<file path="config.mk">
export PLATFORM = sky130hd
export DESIGN_NAME = ysyx_22050598_wbu_flat
export DESIGN_NICKNAME = d
export VERILOG_FILES = /design/src/rtl/ysyx_22050598_wbu_pkg.sv /design/src/rtl/ysyx_22050598_wbu_if.sv /design/src/rtl/ysyx_22050598_load_ext.sv /design/src/rtl/ysyx_22050598_wbu.sv /design/src/flat_wrapper.sv
export SDC_FILE = /design/constraint.sdc
export NUM_CORES = 1
export LEC_CHECK = 0
export ABC_AREA = 1
export CAP_MARGIN = 10
export CORE_AREA = 3 3 122 124
export DETAILED_ROUTE_END_ITERATION = 6
export DIE_AREA = 0 0 125 127
export GPL_TIMING_DRIVEN = 0
export MAX_ROUTING_LAYER = met4
export PLACE_DENSITY = 0.79
export SYNTH_ARGS = -nofsm -noshare
export SYNTH_HDL_FRONTEND = slang
export SYNTH_SLANG_ARGS = --single-unit
</file>
<file path="constraint.sdc">
create_clock -name clk -period 5.7 [get_ports clk]
set_input_delay 0.855 -clock clk [delete_from_list [all_inputs] [get_ports clk]]
set_output_delay 0.855 -clock clk [all_outputs]
set_load 0.05 [all_outputs]
</file>
<file path="src/rtl/ysyx_22050598_wbu_pkg.sv">
// ysyx_22050598_wbu_pkg: writeback FSM states and load-type funct3 encodings
package ysyx_22050598_wbu_pkg;
  typedef enum logic [1:0] {IDLE, WAIT_MEM, WRITE} state_t;
  localparam logic [2:0] F3_LB  = 3'b000;
  localparam logic [2:0] F3_LH  = 3'b001;
  localparam logic [2:0] F3_LW  = 3'b010;
  localparam logic [2:0] F3_LBU = 3'b100;
  localparam logic [2:0] F3_LHU = 3'b101;
  localparam logic [2:0] F3_LWU = 3'b110;
endpackage

</file>
<file path="src/rtl/ysyx_22050598_wbu_if.sv">
// ysyx_22050598_wbu_if: execute-to-writeback handshake and result bundle
interface ysyx_22050598_wbu_if;
  logic        in_valid;
  logic        in_ready;
  logic [4:0]  in_rd;
  logic        in_rd_wen;
  logic        in_is_load;
  logic [63:0] in_alu_res;
  logic [2:0]  in_ld_funct3;
  logic [2:0]  in_ld_off;
  modport master (output in_valid, in_rd, in_rd_wen, in_is_load, in_alu_res, in_ld_funct3, in_ld_off, input in_ready);
  modport slave (input in_valid, in_rd, in_rd_wen, in_is_load, in_alu_res, in_ld_funct3, in_ld_off, output in_ready);
endinterface

</file>
<file path="src/rtl/ysyx_22050598_load_ext.sv">
// ysyx_22050598_load_ext: selects and sign/zero-extends load data from an aligned doubleword
module ysyx_22050598_load_ext
  import ysyx_22050598_wbu_pkg::*;
(
  input  logic [2:0]  funct3,
  input  logic [2:0]  off,
  input  logic [63:0] rdata,
  output logic [63:0] data
);
  logic [2:0]  lane;
  logic [63:0] sh;
  always_comb begin
    lane = (funct3[1:0] == 2'b01) ? {off[2:1], 1'b0} : (funct3[1:0] == 2'b10) ? {off[2], 2'b00} : off;
    sh   = rdata >> {lane, 3'b000};
    data = (funct3 == F3_LB)  ? {{56{sh[7]}}, sh[7:0]} :
           (funct3 == F3_LH)  ? {{48{sh[15]}}, sh[15:0]} :
           (funct3 == F3_LW)  ? {{32{sh[31]}}, sh[31:0]} :
           (funct3 == F3_LBU) ? {56'd0, sh[7:0]} :
           (funct3 == F3_LHU) ? {48'd0, sh[15:0]} :
           (funct3 == F3_LWU) ? {32'd0, sh[31:0]} : rdata;
  end
endmodule

</file>
<file path="src/rtl/ysyx_22050598_wbu.sv">
// ysyx_22050598_wbu: writeback unit; YSYX_22050598_WB_BYPASS_EN adds byp_* forwarding outputs
module ysyx_22050598_wbu
  import ysyx_22050598_wbu_pkg::*;
(
  input  logic                       clk,
  input  logic                       rst,
  ysyx_22050598_wbu_if.slave         in_if,
  input  logic                       mem_rvalid,
  input  logic [63:0]                mem_rdata,
  output logic                       rf_wen,
  output logic [4:0]                 rf_waddr,
  output logic [63:0]                rf_wdata,
`ifdef YSYX_22050598_WB_BYPASS_EN
  output logic                       byp_valid,
  output logic [4:0]                 byp_rd,
  output logic [63:0]                byp_data,
`endif
  output logic                       commit
);
  state_t      state;
  logic [4:0]  rd_q;
  logic        wen_q;
  logic [2:0]  f3_q;
  logic [2:0]  off_q;
  logic [63:0] ld_data;
  assign in_if.in_ready = state == IDLE;
  ysyx_22050598_load_ext u_ext (.funct3(f3_q), .off(off_q), .rdata(mem_rdata), .data(ld_data));
`ifdef YSYX_22050598_WB_BYPASS_EN
  assign byp_valid = rf_wen;
  assign byp_rd    = rf_waddr;
  assign byp_data  = rf_wdata;
`endif
  // rf_wen/commit are only ever raised on entry to WRITE, so they pulse for exactly that cycle
  always_ff @(posedge clk) begin
    if (rst) begin
      state    <= IDLE;
      rf_wen   <= 1'b0;
      commit   <= 1'b0;
      rf_waddr <= '0;
      rf_wdata <= '0;
      rd_q     <= '0;
      wen_q    <= 1'b0;
      f3_q     <= '0;
      off_q    <= '0;
    end else begin
      case (state)
        IDLE: if (in_if.in_valid) begin
          rd_q  <= in_if.in_rd;
          wen_q <= in_if.in_rd_wen;
          f3_q  <= in_if.in_ld_funct3;
          off_q <= in_if.in_ld_off;
          if (in_if.in_is_load) state <= WAIT_MEM;
          else begin
            state    <= WRITE;
            rf_wen   <= in_if.in_rd_wen & |in_if.in_rd;
            rf_waddr <= in_if.in_rd;
            rf_wdata <= in_if.in_alu_res;
            commit   <= 1'b1;
          end
        end
        WAIT_MEM: if (mem_rvalid) begin
          state    <= WRITE;
          rf_wen   <= wen_q & |rd_q;
          rf_waddr <= rd_q;
          rf_wdata <= ld_data;
          commit   <= 1'b1;
        end
        WRITE: begin
          state  <= IDLE;
          rf_wen <= 1'b0;
          commit <= 1'b0;
        end
        default: state <= IDLE;
      endcase
    end
  end
endmodule

</file>
<file path="src/flat_wrapper.sv">
// flat-port wrapper written by rule: the top's interface ports become plain ports
module ysyx_22050598_wbu_flat import ysyx_22050598_wbu_pkg::*;
  (clk, rst, mem_rvalid, mem_rdata, rf_wen, rf_waddr, rf_wdata, commit, in_if_in_valid, in_if_in_rd, in_if_in_rd_wen, in_if_in_is_load, in_if_in_alu_res, in_if_in_ld_funct3, in_if_in_ld_off, in_if_in_ready);
  ysyx_22050598_wbu_if in_if_i ();
  input  logic clk;
  input  logic rst;
  input  logic mem_rvalid;
  input  logic [63:0] mem_rdata;
  output logic rf_wen;
  output logic [4:0] rf_waddr;
  output logic [63:0] rf_wdata;
  output logic commit;
  input wire logic [$bits(in_if_i.in_valid)-1:0] in_if_in_valid;
  input wire logic [$bits(in_if_i.in_rd)-1:0] in_if_in_rd;
  input wire logic [$bits(in_if_i.in_rd_wen)-1:0] in_if_in_rd_wen;
  input wire logic [$bits(in_if_i.in_is_load)-1:0] in_if_in_is_load;
  input wire logic [$bits(in_if_i.in_alu_res)-1:0] in_if_in_alu_res;
  input wire logic [$bits(in_if_i.in_ld_funct3)-1:0] in_if_in_ld_funct3;
  input wire logic [$bits(in_if_i.in_ld_off)-1:0] in_if_in_ld_off;
  output wire logic [$bits(in_if_i.in_ready)-1:0] in_if_in_ready;
  assign in_if_i.in_valid = in_if_in_valid;
  assign in_if_i.in_rd = in_if_in_rd;
  assign in_if_i.in_rd_wen = in_if_in_rd_wen;
  assign in_if_i.in_is_load = in_if_in_is_load;
  assign in_if_i.in_alu_res = in_if_in_alu_res;
  assign in_if_i.in_ld_funct3 = in_if_in_ld_funct3;
  assign in_if_i.in_ld_off = in_if_in_ld_off;
  assign in_if_in_ready = in_if_i.in_ready;
  ysyx_22050598_wbu u_core (.clk(clk), .rst(rst), .in_if(in_if_i), .mem_rvalid(mem_rvalid), .mem_rdata(mem_rdata), .rf_wen(rf_wen), .rf_waddr(rf_waddr), .rf_wdata(rf_wdata), .commit(commit));
endmodule
</file>
# Yosys cells after proc, flatten, opt, wreduce, memory -nomap -nowiden

Index checks and enable logic that the tools add are counted.

Flip-flop bits (word level): 85
Input port bits: 145
Output and inout port bits: 72

Equality and inequality tests: 12
Shift-type cells: 1
Multiplexer cells: 28
Bitwise gates (word level): 2
Reductions and logical operators: 10

Operator list:

| kind                                                | count |
|---|---|
| 2-to-1 mux 64 bit                                   | 9 |
| case mux 64 bit (2 select lines)                    | 1 |
| right shift 64 x 6 -> 32 bit                        | 1 |
| 2-to-1 mux 5 bit                                    | 3 |
| 2-to-1 mux 2 bit                                    | 5 |
| case mux 5 bit (2 select lines)                     | 1 |
| OR reduction 5 bit                                  | 2 |
| equality test 3 bit, second input constant          | 3 |
| AND reduction 4 bit                                 | 2 |
| 2-to-1 mux 1 bit                                    | 6 |
| != test 2 bit, second input constant                | 3 |
| case mux 1 bit (3 select lines)                     | 2 |
| equality test 2 x 1 -> 1 bit, second input constant | 2 |
| equality test 2 bit, second input constant          | 2 |
| case mux 2 bit (2 select lines)                     | 1 |
| AND reduction 2 bit                                 | 2 |
| equality test 3 x 1 -> 1 bit, second input constant | 1 |
| equality test 3 x 2 -> 1 bit, second input constant | 1 |
| zero test 3 bit                                     | 1 |
| nonzero test 3 bit                                  | 1 |
| AND 1 bit                                           | 2 |
| zero test 2 bit                                     | 1 |
| nonzero test 2 bit                                  | 1 |

# Depth between registers and ports, before layout

Gate-level depths: netlist of the first run.

Depth after elaboration: 12
Gate-level depth with buffers: 17

# Modules after synthesis

Synthesis of the first run repeated with hierarchy kept, for this count alone.

Cells, all modules: 1545
Area total of the unflattened synthesis: 7870.0 µm²

Modules (own cells, without submodules):

| module                 | times used | cells each | area an instance (µm²) |
|---|---|---|---|
| ysyx_22050598_wbu      | 1          | 833        | 4732.0 |
| ysyx_22050598_load_ext | 1          | 712        | 3138.0 |

# Worst setup path after synthesis of the first run

OpenSTA, ideal clock, no wires.

Kind: register -> register
Start: reg u_core.state[0]
End: reg u_core.rf_wdata[40]
Data arrival time: 2.413 ns
Data required time: 5.568 ns
Path slack: 3.155 ns
Stages on the path, launching flop included: 15
Path buffers: 2
Cells stage by stage: dfxtp_1 > inv_1 > ha_1 > inv_1 > or2_2 > o21ai_0 > inv_1 > nand2_1 > a21oi_2 > inv_1 > buf_2 > clkbuf_1 > nor2_1 > nand2_1 > a21oi_1

Longest elaborated chain between the ends: 3
Elaborated cells between the ends (all ways): 8

Ends and longest elaborated chain:

| what                                                          | line                    | text |
|---|---|---|
| from (decl)                                                   | ysyx_22050598_wbu.sv:20 | `state_t state;` |
| from (signal assigned)                                        | ysyx_22050598_wbu.sv:36 | `state <= IDLE;` |
| from (signal assigned)                                        | ysyx_22050598_wbu.sv:52 | `if (in_if.in_is_load) state <= WAIT_MEM;` |
| from (signal assigned)                                        | ysyx_22050598_wbu.sv:54 | `state <= WRITE;` |
| zero test 2 bit (*)                                           | --                      |  |
| net in_if_in_ready                                            | flat_wrapper.sv:20      | `output wire logic [$bits(in_if_i.in_ready)-1:0] in_if_in_ready;` |
| != test 2 bit (no line) or nonzero test 2 bit (tied branches) | --                      |  |
| AND reduction 4 bit (no line)                                 | --                      |  |
| to (signal assigned)                                          | ysyx_22050598_wbu.sv:57 | `rf_wdata <= in_if.in_alu_res;` |
| to (signal assigned)                                          | ysyx_22050598_wbu.sv:65 | `rf_wdata <= ld_data;` |
| to (decl)                                                     | ysyx_22050598_wbu.sv:12 | `output logic [63:0] rf_wdata,` |

Mark *: on every way through the listed nets, which the timed path passes. The rest lies on a longest branch.
A chain may end at the register's enable or synchronous reset.

# Worst setup path in the final report of the first run

Start: in in_if_in_valid
End: reg u_core.rf_wdata[15]

Longest elaborated chain between the ends: 2

Ends and longest elaborated chain:

| what                          | line               | text |
|---|---|---|
| from (decl)                   | flat_wrapper.sv:13 | `input wire logic [$bits(in_if_i.in_valid)-1:0] in_if_in_valid;` |
| != test 2 bit (no line)       | --                 |  |
| AND reduction 4 bit (no line) | --                 |  |

Every way passes these cells.

==> results of run 1 <==
[final cells by class]
cell class / instances / area, um^2 / share of cell area [%]
flip-flops and latches: 85 / 1700 / 19.0
clock buffers: 9 / 225 / 2.52
multi-input cells: 898 / 3960 / 44.3
plain buffers: 73 / 323 / 3.61
repair buffers: 216 / 2160 / 24.2
well taps: 180 / 225 / 2.52
inverters: 72 / 270 / 3.02
clock inverters: 7 / 73.8 / 0.826
[sequential cells by signal (all words and copies together), names as in the netlist]
signal	count
u_core.commit	1
u_core.f3_q	3
u_core.off_q	3
u_core.rd_q	5
u_core.rf_waddr	5
u_core.rf_wdata	64
u_core.rf_wen	1
u_core.state	2
u_core.wen_q	1
[through the flow]
stage | hold WS (ns) | power [mW] | setup slack (ns)
after global routing | 0.483 | 3.87 | 2.51
after floorplan | 0.445 | 2.28 | 3.15
after CTS | 0.465 | 3.63 | 2.74
after global placement | 0.452 | 3.00 | 2.41
after detailed placement | 0.455 | 3.01 | 2.37
final | 0.463 | 3.65 | 2.77
[tightest hold or removal path, delay by kind of cell, from the launching register on]
kind / cells / cell delay (ns)
DFF: 1 / 0.31
and+or+nand+nor: 1 / 0.06
AOI/OAI and AO/OA: 1 / 0.05
[worst max path at each step]
stage                     depth (start not counted)            start  slack, ns                  end
after floorplan                                  14  u_core.state[0]       3.15  u_core.rf_wdata[40]
after detailed placement                         12   in_if_in_valid       2.37  u_core.rf_wdata[21]
after global routing                             12   in_if_in_valid       2.51  u_core.rf_wdata[13]
after global placement                           12   in_if_in_valid       2.41  u_core.rf_wdata[40]
after CTS                                        12   in_if_in_valid       2.74  u_core.rf_wdata[21]
final                                            11   in_if_in_valid       2.77  u_core.rf_wdata[15]
[cells in the final DEF (no fill, tap or decap), types with 13 or more instances in the layout]
cell             Yosys  routed
o21ai_1             20      20
nand2_1            355     355
clkdlybuf4s50_1      0     216
o21ai_0             92      92
buf_2               21      21
dfxtp_1             85      85
a21oi_1            113     113
inv_1               65      65
nand3_1             44      44
nor2_1             217     217
o211ai_1            13      13
clkbuf_1            42      42
[power by group through the flow]
stage	sequential (mW)	clock [mW]	combinational [mW]
final	0.835	0.622	2.19
after global routing	0.853	0.641	2.38
after CTS	0.834	0.620	2.18
after detailed placement	0.844	0	2.17
after global placement	0.842	0	2.16
after floorplan	1.30	0	0.984
[per-layer routing]
layer	track usage, %	wire length, um	vias up	part of all wire [%]
met4	12.2	796	0	3.0
li1	-	-	4071	-
met2	52.1	12100	354	45
met1	44.4	11900	3771	44
met5	-	0	-	0
met3	4.01	1950	42	7.3
[cell families (layout without fill, tap and decap cells)]
kind of cell    count (synthesis)  in the layout  synth area share, %
simple gates                  639            639                 40.8
compound gates                255            255                 21.7
buf+inv                       145            377                 9.49
flops                          85             85                 27.2
fa+ha+maj                       4              4                0.801
==> results.md, run 1 <==
* Final-stage net count at roughly 1.5k
* Largest area contributor in the netlist: dfxtp_1
* Hold path start: u_core.rf_wdata[14]
* Int Pwr at 1.80 mW
* Routed WL per cell at 17.3 um
* Post-DR vias/cell at roughly 5.3
* Layout cells sized above 1 at 4.34%
* CTS buffer count at 9
* Leakage at 3.81 nW
* Setup-failing EPs final at 0
* Top delay family on crit path: compound AO/OA/AOI/OAI gates
* Cells after synthesis at around 1.1k
* WP buf/inv at 4
* Hold path cells at 2
* Row count at 43
* Worst r2r dst: u_core.rf_wdata[15]
* Max-slew headroom at 46.7%
* Post-synth EDFFs at 0
* Commonest cells post-synth: nand2_1, nor2_1, a21oi_1, o21ai_0, dfxtp_1
* Via count at 8238
* Clock-pin transition on the worst setup and hold timing paths at about 0.060 ns
* DP Cell Count at 1524
* Final Util at 64.4%
* Worst hold endpoint: u_core.rf_wdata[14]
* Mapped Nets at 1277
* HPWL after DPL at 21000 um
* Netlist cell types at 31
* Comb pwr share at between 60 and 70%
* Worst setup SP type: primary input
* Fill cells at 1401
* DRC violation count after routing at 0
* ANT nets after route at 0
* Max_cap viols at 0
* Syn Area/Cell at 5.54 um^2
* Top-count cell post-synth: nand2_1
* Area growth from synthesis to layout at 43.0%
* Post-DP Area at 8640 um^2
* R2R cell count at 13
* Crit Path Category: in2reg
* Worst-Skew Late Latency at 0.36 ns
* Final instance area at roughly 8900 um^2
* Final Cycle Share at 51.5%
* Final Hold Viols at 0
* Fin cells at 1540
* Routed WL at ~27000 um
* Slew Limit Fails at 0
* Worst Tran Pin Value at between 0.7 and 0.8 ns
* Status: finished, final reports clean
* First drt pass iteration count at 5
* Synth Flop Type: dfxtp_1
* Initial Util at 45.0%
* Post-CTS resize count at 0
* Net Sw Frac at 50.7%
* CTS tree: yes
* PortBufs at ~220
* Max Freq at around 340 MHz
* Max clock buf depth at 2
* Share of total power in the clock network at 17.0%
* Core ar. at 13900 um^2
* CP peak stage delay at around 0.47 ns
* I/O pin cnt at 217
* CTS root buffer: clkbuf_16
* Reg power frac at 22.9%
* Area contributors post-synth: dfxtp_1, nand2_1, nor2_1
* Htree depth at 3
* Tmin final at 2.93 ns
* Clock sinks at 85
* Critical Path End Type: flip-flop
* Antenna Cells at 0
* Fin Setup TNS at 0 ns
* Grt total ovfl at 0
* Cells along the critical path: clkdlybuf4s50_1 > or2_2 > o21ai_0 > inv_1 > nand2_1 > a21oi_2 > inv_1 > clkbuf_1 > nor2_1 > o21ai_0 > a21oi_1
* Die area at 15900 um^2
* Vias in the first global route at 7632
* Post-synthesis cell area at between 6000 and 7000 um^2
* Seq/Total Area, Yosys at 27.2%
* Die height at 127 um
* Crit path max fanout at 10
* Async SR Flop Fraction at 0%
* Worst Path Required at 5.99 ns
* Initial antenna violation count at 0
* Slowest-stage cell, CP: clkdlybuf4s50_1
* Pwr dens at 408 nW/um^2
* Reg-to-reg slack, setup at 2.80 ns
* Number of synthesized register bits at 85
* Max rail drop VDD at 0.261 mV
* Chip Width at 125 um
* DR iter-0 viols at 651
* CP arrival at 3.22 ns
* Reg-to-Reg Start: u_core.state[1]
* GP Congestion at 1.04
* Largest net degree at the start of global routing at 16
* Setup Fix Bufs, Post-CTS at 0
* Worst Skew at 0.00826 ns
* GR Util All Layers at 33.2%
* P_sw at roughly 1.8 mW
* Hold_buf cts at 0
* YS warnings at 0
* Hold Crit Class: reg2reg
* RSZ-0062 raised after global routing: false
* Top-area cell type share of the netlist area at 27.2%
* First-pass GRT wire length at 40900 um
Note: power is estimated with default switching activity, not from simulation.
==> run 2, diff against run 1 <==
==> constraint.sdc (replaced) <==
create_clock -name clk -period 2.76 [get_ports clk]
set_input_delay 0.414 -clock clk [delete_from_list [all_inputs] [get_ports clk]]
set_output_delay 0.414 -clock clk [all_outputs]
set_load 0.05 [all_outputs]
==> results.md, run 2 (same netlist as run 1, synthesis figures left out) <==
* Tmin final at 2.59 ns
* Core ar. at 13900 um^2 (unchanged)
* Fill cells at 1392 (-0.64%)
* GP Congestion at 1.04 (unchanged)
* Via count at 8272 (+0.41%)
* Initial Util at 45.0% (unchanged)
* Max Freq at 386 MHz
* Largest net degree at the start of global routing at 16 (unchanged)
* Register Area at 1700 um^2 (about the same)
* GR Util All Layers at 33.3% (+0.036 points)
* CTS tree: yes
* Hold_buf cts at 0 (unchanged)
* Hold path start: u_core.rf_wdata[14]
* Cells along the critical path: inv_1 > ha_1 > inv_1 > or2_2 > o21ai_1 > inv_1 > nand2_1 > a21oi_4 > inv_1 > clkbuf_1 > nor2_1 > o21ai_0 > a21oi_1
* CTS root buffer: clkbuf_16
* Die height at 127 um (unchanged)
* Crit-path most repeated cell: inv_1
* Clock sinks at 85 (unchanged)
* Initial antenna violation count at 0 (unchanged)
* Worst Tran Pin Value at 0.799 ns (-0.00101 ns)
* Max_cap viols at 0 (unchanged)
* Hold path cells at 2 (unchanged)
* Critical Path End Type: flip-flop
* CTS buffer count at 9 (unchanged)
* Most common cell after layout, fill and taps aside: nand2_1
* Reg-to-Reg Start: u_core.state[0]
* Worst setup SP type: flip-flop
* Routed WL per cell at 17.3 um (about the same)
* Routed WL at 26700 um (about the same)
* Worst Path Required at 2.98 ns (-3.01 ns)
* CP peak stage delay at 0.36 ns (-0.11 ns)
* Final-stage net count at 1505 (+0.066%)
* First-pass GRT wire length at 40900 um (+0.10%)
* Antenna Cells at 0 (unchanged)
* Area occupied by multi-input gates at 3970 um^2 (+0.19%)
* DRC violation count after routing at 0 (unchanged)
* Final Hold Viols at 0 (unchanged)
* Final Cycle Share at a little over nine tenths
* HPWL after DPL at 21000 um (unchanged)
* CP arrival at 2.81 ns (-0.41 ns)
* Worst r2r dst: u_core.rf_wdata[15]
* Number of flip-flops in the largest register at 64 (unchanged)
* First drt pass iteration count at 7 (+2)
* R2R cell count at 13 (unchanged)
* Worst-Skew Late Latency at 0.36 ns (about the same)
* PortBufs at 216 (unchanged)
* Slowest-stage cell, CP: clkbuf_1
* Layout cells sized above 1 at 5.14% (+0.81 points)
* Largest registers: u_core.rf_wdata: 64 flops, u_core.rd_q: 5 flops, u_core.rf_waddr: 5 flops
* Clock-pin transition on the worst setup and hold timing paths at 0.07 ns (about the same)
* Crit path max fanout at 10 (unchanged)
* Post-DR vias/cell at 5.37 (+0.35%)
* Worst hold endpoint: u_core.rf_wdata[14]
* Grt total ovfl at 0 (unchanged)
* Final instance area at 8970 um^2 (+0.36%)
* Slew Limit Fails at 0 (unchanged)
* Hold Crit Class: reg2reg
* Reg-to-reg slack, setup at 0.17 ns (-2.63 ns)
* Setup-failing EPs final at 0 (unchanged)
* ANT nets after route at 0 (unchanged)
* Htree depth at 3 (unchanged)
* Die area at 15900 um^2 (unchanged)
* RSZ-0062 raised after global routing: true
* Crit Path Category: reg2reg
* Post-DP Area at 8640 um^2 (unchanged)
* DR iter-0 viols at 748 (+15%)
* Status: finished, final reports clean
* Top reg by flops: u_core.rf_wdata
* Most frequent cells in the layout: nand2_1, nor2_1, clkdlybuf4s50_1, a21oi_1, o21ai_0
* Row count at 43 (unchanged)
* Pwr dens at 843 nW/um^2 (+110%)
* Max clock buf depth at 2 (unchanged)
* Max rail drop VDD at 0.456 mV (+75%)
* Worst Skew at 0.00840 ns (+0.000144 ns)
* Max-slew headroom at 46.7% (+0.067 points)
* Final Power at 7.57 mW (+110%)
* Chip Width at 125 um (unchanged)
* Area growth from synthesis to layout at 43.5%
* I/O pin cnt at 217 (unchanged)
* Leakage at 3.84 nW (+0.86%)
* Vias in the first global route at 7639 (+0.092%)
[run 2: worst max path at each step]
| stage | depth (start not counted) | endpoint | startpoint | slack (ns) |
|---|---|---|---|---|
| 4_1_cts | 13 | u_core.rf_wdata[23] | u_core.state[1] | 0.02 |
| 3_3_place_gp | 12 | u_core.rf_wdata[40] | in_if_in_valid | -0.08 |
| 2_1_floorplan | 14 | u_core.rf_wdata[40] | u_core.state[0] | 0.21 |
| 6_report | 13 | u_core.rf_wdata[15] | u_core.state[0] | 0.17 |
| 3_5_place_dp | 12 | u_core.rf_wdata[21] | in_if_in_valid | -0.13 |
| 5_1_grt | 13 | u_core.rf_wdata[9] | u_core.state[0] | -0.02 |
[run 2: timing repair]
item	4_1_cts	5_1_grt
gates resized for setup	9	6
setup buffers	0	1
endpoints found under the setup margin	64	64
hold endpoints to repair	0	0
cloned	0	0
[run 2: metrics by stage]
step                      hold slack (ns)  setup slack [ns]  util (%)  setup TNS (ns)  instances
after floorplan                     0.445             0.215         -               0       1128
after global placement              0.452           -0.0846      62.2           -2.53       1524
after detailed placement            0.455            -0.126      62.2           -4.23       1524
after CTS                           0.465            0.0214      64.5               0       1540
after global routing                0.483           -0.0235      64.6         -0.0272       1541
final                               0.462             0.171      64.6               0       1541
[run 2: where the power goes]
part | leakage (nW) | switching (mW) | internal [mW]
Combinational | 3.00 | 3.07 | 1.49
Clock | 0.146 | 0.570 | 0.707
Sequential | 0.700 | 0.179 | 1.55
Total | 3.84 | 3.82 | 3.74
[run 2: area by class of cell]
cell class	count	share of cell area, %
Buffer	73	3.75
Clock buffer	9	2.51
Inverter	72	3.04
Multi-Input combinational cell	898	44.2
Timing Repair Buffer	217	24.2
Tap cell	180	2.51
Clock inverter	7	0.823
Sequential cell	85	19.0
[run 2: layer usage]
metal  track usage [%]  part of all wire [%]  wire [um]
met3              4.01                   6.8       1800
met1              44.5                    45      11900
met2              51.8                    45      12000
met5                 -                     0          0
met4              12.8                   3.6        960
[run 2: worst max-delay path: cells and delay by family, from the launching register on]
| kind | cells | cell delay (ns) |
|---|---|---|
| DFF | 1 | 0.33 |
| AOI/OAI and AO/OA | 4 | 0.58 |
| and+or+nand+nor | 3 | 0.55 |
| buffers and inverters | 5 | 0.77 |
| adders and majority gates | 1 | 0.23 |
==> run 3, diff against run 2 <==
--- a/config.mk
+++ b/config.mk
@@ -8,6 +8,7 @@
 export ABC_AREA = 1
 export CAP_MARGIN = 10
 export CORE_AREA = 3 3 122 124
+export CTS_BUF_LIST = sky130_fd_sc_hd__clkbuf_8
 export DETAILED_ROUTE_END_ITERATION = 6
 export DIE_AREA = 0 0 125 127
 export GPL_TIMING_DRIVEN = 0
==> results.md, run 3 (same netlist as run 1, synthesis figures left out) <==
* Worst Path Required at 3.04 ns (+0.06 ns)
* Largest registers: u_core.rf_wdata: 64 flops, u_core.rd_q: 5 flops, u_core.rf_waddr: 5 flops
* Vias in the first global route at 7686 (+0.62%)
* Crit path max fanout at 10 (unchanged)
* Pwr dens at 817 nW/um^2 (-3.2%)
* Max-slew headroom at 46.9% (+0.15 points)
* Initial Util at 45.0% (unchanged)
* CTS buffer count at 9 (unchanged)
* First drt pass iteration count at 5 (-2)
* Fin cells at 1542 (+0.065%)
* Final Util at 64.0% (-0.67 points)
* Htree depth at 3 (unchanged)
* CP peak stage delay at 0.48 ns (+0.12 ns)
* Initial antenna violation count at 0 (unchanged)
* Grt total ovfl at 0 (unchanged)
* Worst Skew at 0.0108 ns (+0.00237 ns)
* Clock sinks at 85 (unchanged)
* ANT nets after route at 0 (unchanged)
* Area growth from synthesis to layout at 42.0%
* DP Cell Count at 1524 (unchanged)
* Status: finished, final reports clean
* Routed WL per cell at 17.2 um (-0.36%)
* Post-DP Area at 8640 um^2 (unchanged)
* DR iter-0 viols at 701 (-6.3%)
* Antenna Cells at 0 (unchanged)
* PortBufs at 216 (unchanged)
* Crit Path Category: reg2reg
* Row count at 43 (unchanged)
* Critical Path End Type: flip-flop
* Core ar. at 13900 um^2 (unchanged)
* Hold Crit Class: reg2reg
* Number of flip-flops in the largest register at 64 (unchanged)
* GR Util All Layers at 33.2% (about the same)
* Max Freq at 387 MHz (+0.25%)
* Hold WS at 0.468 ns (+0.00574 ns)
* WP buf/inv at 3 (-2)
* Final Cycle Share at 93.6% (-0.23 points)
* CTS root buffer: clkbuf_8
* Crit-path most repeated cell: o21ai_0
* Max clock buf depth at 2 (unchanged)
* Setup-failing EPs final at 0 (unchanged)
* Final setup margin at 0.177 ns (+0.00641 ns)
* Worst-Skew Late Latency at 0.40 ns (+0.04 ns)
* Die area at 15900 um^2 (unchanged)
* HPWL after DPL at 21000 um (unchanged)
* Clock-pin transition on the worst setup and hold timing paths at 0.10 ns (+0.03 ns)
* Layout cells sized above 1 at 5.29% (+0.14 points)
* Leakage at 3.80 nW (-1.0%)
* Worst Tran Pin Value at 0.797 ns (-0.00223 ns)
* Most frequent cells in the layout: nand2_1, nor2_1, clkdlybuf4s50_1, a21oi_1, o21ai_0
* CP arrival at 2.86 ns (+0.05 ns)
* Hold_buf cts at 0 (unchanged)
* CTS tree: yes
* GP Congestion at 1.04 (unchanged)
* DRC violation count after routing at 0 (unchanged)
* Routed WL at 26600 um (-0.30%)
* Worst setup SP type: flip-flop
* Slowest-stage cell, CP: dfxtp_1
* Fin Setup TNS at 0 ns (unchanged)
* I/O pin cnt at 217 (unchanged)
* Final instance area at 8880 um^2 (-1.0%)
* Final Power at 7.25 mW (-4.2%)
* Largest net degree at the start of global routing at 16 (unchanged)
* Most common cell after layout, fill and taps aside: nand2_1
* Max_cap viols at 0 (unchanged)
* Tmin final at 2.58 ns (-0.00641 ns)
* Max rail drop VDD at 0.453 mV (-0.62%)
* Final-stage net count at 1506 (+0.066%)
* Final Hold Viols at 0 (unchanged)
* Chip Width at 125 um (unchanged)
* Top delay family on crit path: compound AO/OA/AOI/OAI gates
* Cells along the critical path: inv_2 > nand2_4 > nand3_4 > buf_2 > clkbuf_1 > o21ai_0 > o21ai_0 > o21ai_0 > nand2_1 > nand2_1 > a21oi_1
* Slew Limit Fails at 0 (unchanged)
* Via count at 8292 (+0.24%)
* Top reg by flops: u_core.rf_wdata
* Die height at 127 um (unchanged)
* Pre-CTS setup slack at -0.126 ns (unchanged)
* Post-DR vias/cell at 5.38 (+0.18%)
* First-pass GRT wire length at 40800 um (-0.35%)
* Reg-to-reg slack, setup at 0.18 ns (about the same)
==> run 3: cell types whose count changed in the layout (fill, tap and decap cells not counted), sizes merged <==
cell and delta:
buf +1
==> run 3: worst min-delay path: cells and delay by family, from the launching register on <==
family	cells	cell delay [ns]
AOI/OAI and AO/OA	1	0.05
DFF	1	0.32
and+or+nand+nor	1	0.06
==> run 3: repair_timing <==
item | in CTS | in global routing
cloned | 0 | 0
resized for setup | 9 | 8
setup buffers | 0 | 2
endpoints found under the setup margin | 60 | 64
==> run 3: per-layer routing <==
metal	wire (um)	vias up	share of wire, %	track usage [%]
li1	-	4079	-	-
met1	11600	3781	44	43.8
met2	11800	371	44	50.4
met3	2160	61	8.1	5.39
met4	1080	0	4.1	15.2
met5	0	-	0	-
==> run 3: final timing paths <==
path,start,endpoint,depth (start not counted)
max reg2reg,u_core.f3_q[1],u_core.rf_wdata[18],11
min reg2reg,u_core.rf_wdata[40],u_core.rf_wdata[40],2
min,u_core.rf_wdata[40],u_core.rf_wdata[40],2
max,u_core.f3_q[1],u_core.rf_wdata[18],11
==> run 3: layout make-up <==
| cell class | instances | area (um^2) |
|---|---|---|
| inverter | 72 | 273 |
| multi-input combinational | 898 | 3970 |
| clock inverter | 7 | 73.8 |
| tap | 180 | 225 |
| fill | 1404 | 5000 |
| sequential | 85 | 1700 |
| buffer | 73 | 338 |
| timing repair buffer | 218 | 2180 |
| clock buffer | 9 | 124 |
==> run 3: power breakdown <==
| group | leakage, nW | internal [mW] | switching, mW | total [mW] |
|---|---|---|---|---|
| sequential | 0.700 | 1.54 | 0.179 | 1.72 |
| clock | 0.100 | 0.423 | 0.533 | 0.956 |
| combinational | 3.00 | 1.50 | 3.07 | 4.57 |
| total | 3.80 | 3.47 | 3.78 | 7.25 |
==> RTL edit: new RTL, config.mk and constraints of run 1 <==
Encoding of `state_t`: now one-hot (3 bits for 3 states).
--- a/src/rtl/ysyx_22050598_wbu_pkg.sv
+++ b/src/rtl/ysyx_22050598_wbu_pkg.sv
@@ -1,5 +1,5 @@
 // ysyx_22050598_wbu_pkg: writeback FSM states and load-type funct3 encodings
 package ysyx_22050598_wbu_pkg;
-  typedef enum logic [1:0] {IDLE, WAIT_MEM, WRITE} state_t;
+  typedef enum logic [2:0] {IDLE = 3'b001, WAIT_MEM = 3'b010, WRITE = 3'b100} state_t;
   localparam logic [2:0] F3_LB  = 3'b000;
   localparam logic [2:0] F3_LH  = 3'b001;
Function: no difference found for any inputs over 4 cycles, from zero or initial values and one cycle with rst high; so few cycles prove little.
==> RTL edit against run 1 <==
Setup slack got worse by 270 ps. Routed wire length rose by 1.8%. Design area rose by 0.90%. Final cell count is 0.19% lower. Register-to-register slack worse by 310 ps. Sequential cell count increased by 1. Core utilization grew 0.58 points. Highest routed layer unchanged. Synthesized area is 1.5% higher. Total power rose by 46%. Critical path type is now flip-flop to flip-flop. First-iteration DRC count is 5.4% higher. Largest cell class unchanged.
==> RTL edit: results (changes against run 1) <==
* 19 — maximum number of pins on one net before global-route repair, +3
* 21500 um — post-detailed-placement half-perimeter wirelength, +2.6%
* 27.9% — buffering overhead, +0.10 points
* 71 — non-clock inverter count in the final layout, -1.4%
* 2360 um — detailed route wirelength on metal3, +21%
* completed — outcome
* 17.7 um — detailed-route wire length per cell, +2.0%
* 70.1% — Comb pwr share, +10 points
* 5.63 sq um — synthesized area per cell, +1.6%
* 11600 um — sum of routed wire segments on met1, -2.4%
* 2 — instance count along the most critical hold path, unchanged
* 12400 um — Routed met2 length, +3.2%
* 33.4% — Global Route Usage Sum, +0.20 points
* 458 ps — worst hold margin, -4.54 ps
* 3.81 nW — LEAKAGE, about the same
* 1353 — Fillers, -3.4%
* 0.991 mW — Seq. pwr, +19%
* 35 — Unique masters post-synth, +13%
* 27100 um — Routed Wire Length, +1.8%
* 2540 ps — post-place setup slack, +171 ps
* 790 ps — stage delay of the slowest cell on the critical path, +320 ps
* flip-flop — crit path capture type
* u_core.rf_wen — Reg-to-Reg End
* 41100 um — wire length of the first global-routing pass, +0.62%
* 0.373 mV — Max IR drop VDD, +43%
* u_core.state[2] — origin of the worst setup path
* 9020 sq um — total non-filler cell area in the finished layout, +0.90%
* 370 ps — Skew-Pair Late Insertion Delay
* 27.1% — share of synthesized area occupied by flip-flops and latches, -0.076 points
* 3500 ps — arrival time of data at the critical path endpoint, +280 ps
* 3.73 mW — Power Combinational, +70%
* 5.08% — layout cells sized above 1, +0.75 points
* 1720 sq um — storage element area, +1.2%
* 8720 sq um — Post-Place Cell Area, +0.94%
* 3.30% — final-layout clock-cell area share, -0.044 points
* 5.44 — vias per cell, +1.7%
* sky130_fd_sc_hd__nor3_2 — highest-delay cell along the critical path
* sky130_fd_sc_hd__dfxtp_1, sky130_fd_sc_hd__nand2_1, sky130_fd_sc_hd__nor2_1 — largest cells by area after synthesis
* 7754 — vias in the first global route, +1.6%
* 686 — Iter 0 DRT Violations, +5.4%
* 958 ps — Worst Max-Slew Pin Slew, +158 ps
* 8 — worst-case reg-to-reg path depth, -5
* 86 — clk sinks, +1.2%
* sky130_fd_sc_hd__nand2_1, sky130_fd_sc_hd__nor2_1, sky130_fd_sc_hd__a21oi_1, sky130_fd_sc_hd__dfxtp_1, sky130_fd_sc_hd__nand3_1 — most frequent cells after synthesis
* 3 — CTS H-tree depth, unchanged
* 215 — input/output buffers, -0.46%
* u_core.wen_q — worst hold path endpoint
* 3990 sq um — total area of multi-input combinational cells, +0.82%
* 0.312 GHz — timing-limited maximum frequency, -8.5%
* 1271 — number of nets in the synthesized netlist, -0.47%
* u_core.wen_q — hold path start
* 895 — layout multi-input combinational cell count, -0.33%
* 1521 — Placed Cells incl. Taps, -0.20%
* 0.999 — final weighted congestion of routability-driven global placement, -3.9%
* 9.99 ps — post-route clock skew, +1.74 ps
* 3.00 mW — switching power, +62%
* 42.2% — synth-to-layout area growth
## RTL edit: cell count changes in the layout (fill, tap and decap cells not counted), sizes merged, moves of 5 or more
| cell | change |
|---|---|
| o21ai | -43 |
| nand3 | +29 |
| o211ai | +15 |
| nor2 | -13 |
| nand2 | +7 |
| buf | +6 |
| o22ai | +6 |
| clkbuf | -5 |
| o21a | +5 |
## RTL edit: cells by family after synthesis
family	count (synthesis)	share of synthesized area, %
AND/OR/NAND/NOR	661	42.4
AO/OA/AOI/OAI	234	20.5
buffers and inverters	145	9.96
flip-flops	86	27.1
## RTL edit: routing by layer
layer | global-route usage, % | up-vias
met5 | - | -
met4 | 11.2 | 0
met3 | 6.35 | 52
met2 | 52.5 | 386
met1 | 43.6 | 3830
li1 | - | 4094
## RTL edit: critical path, delay by kind of cell (launching register included)
family,cells,cell delay (ps)
AOI/OAI and AO/OA,2,460
buffers and inverters,3,990
DFF,1,340
and+or+nand+nor,3,1320
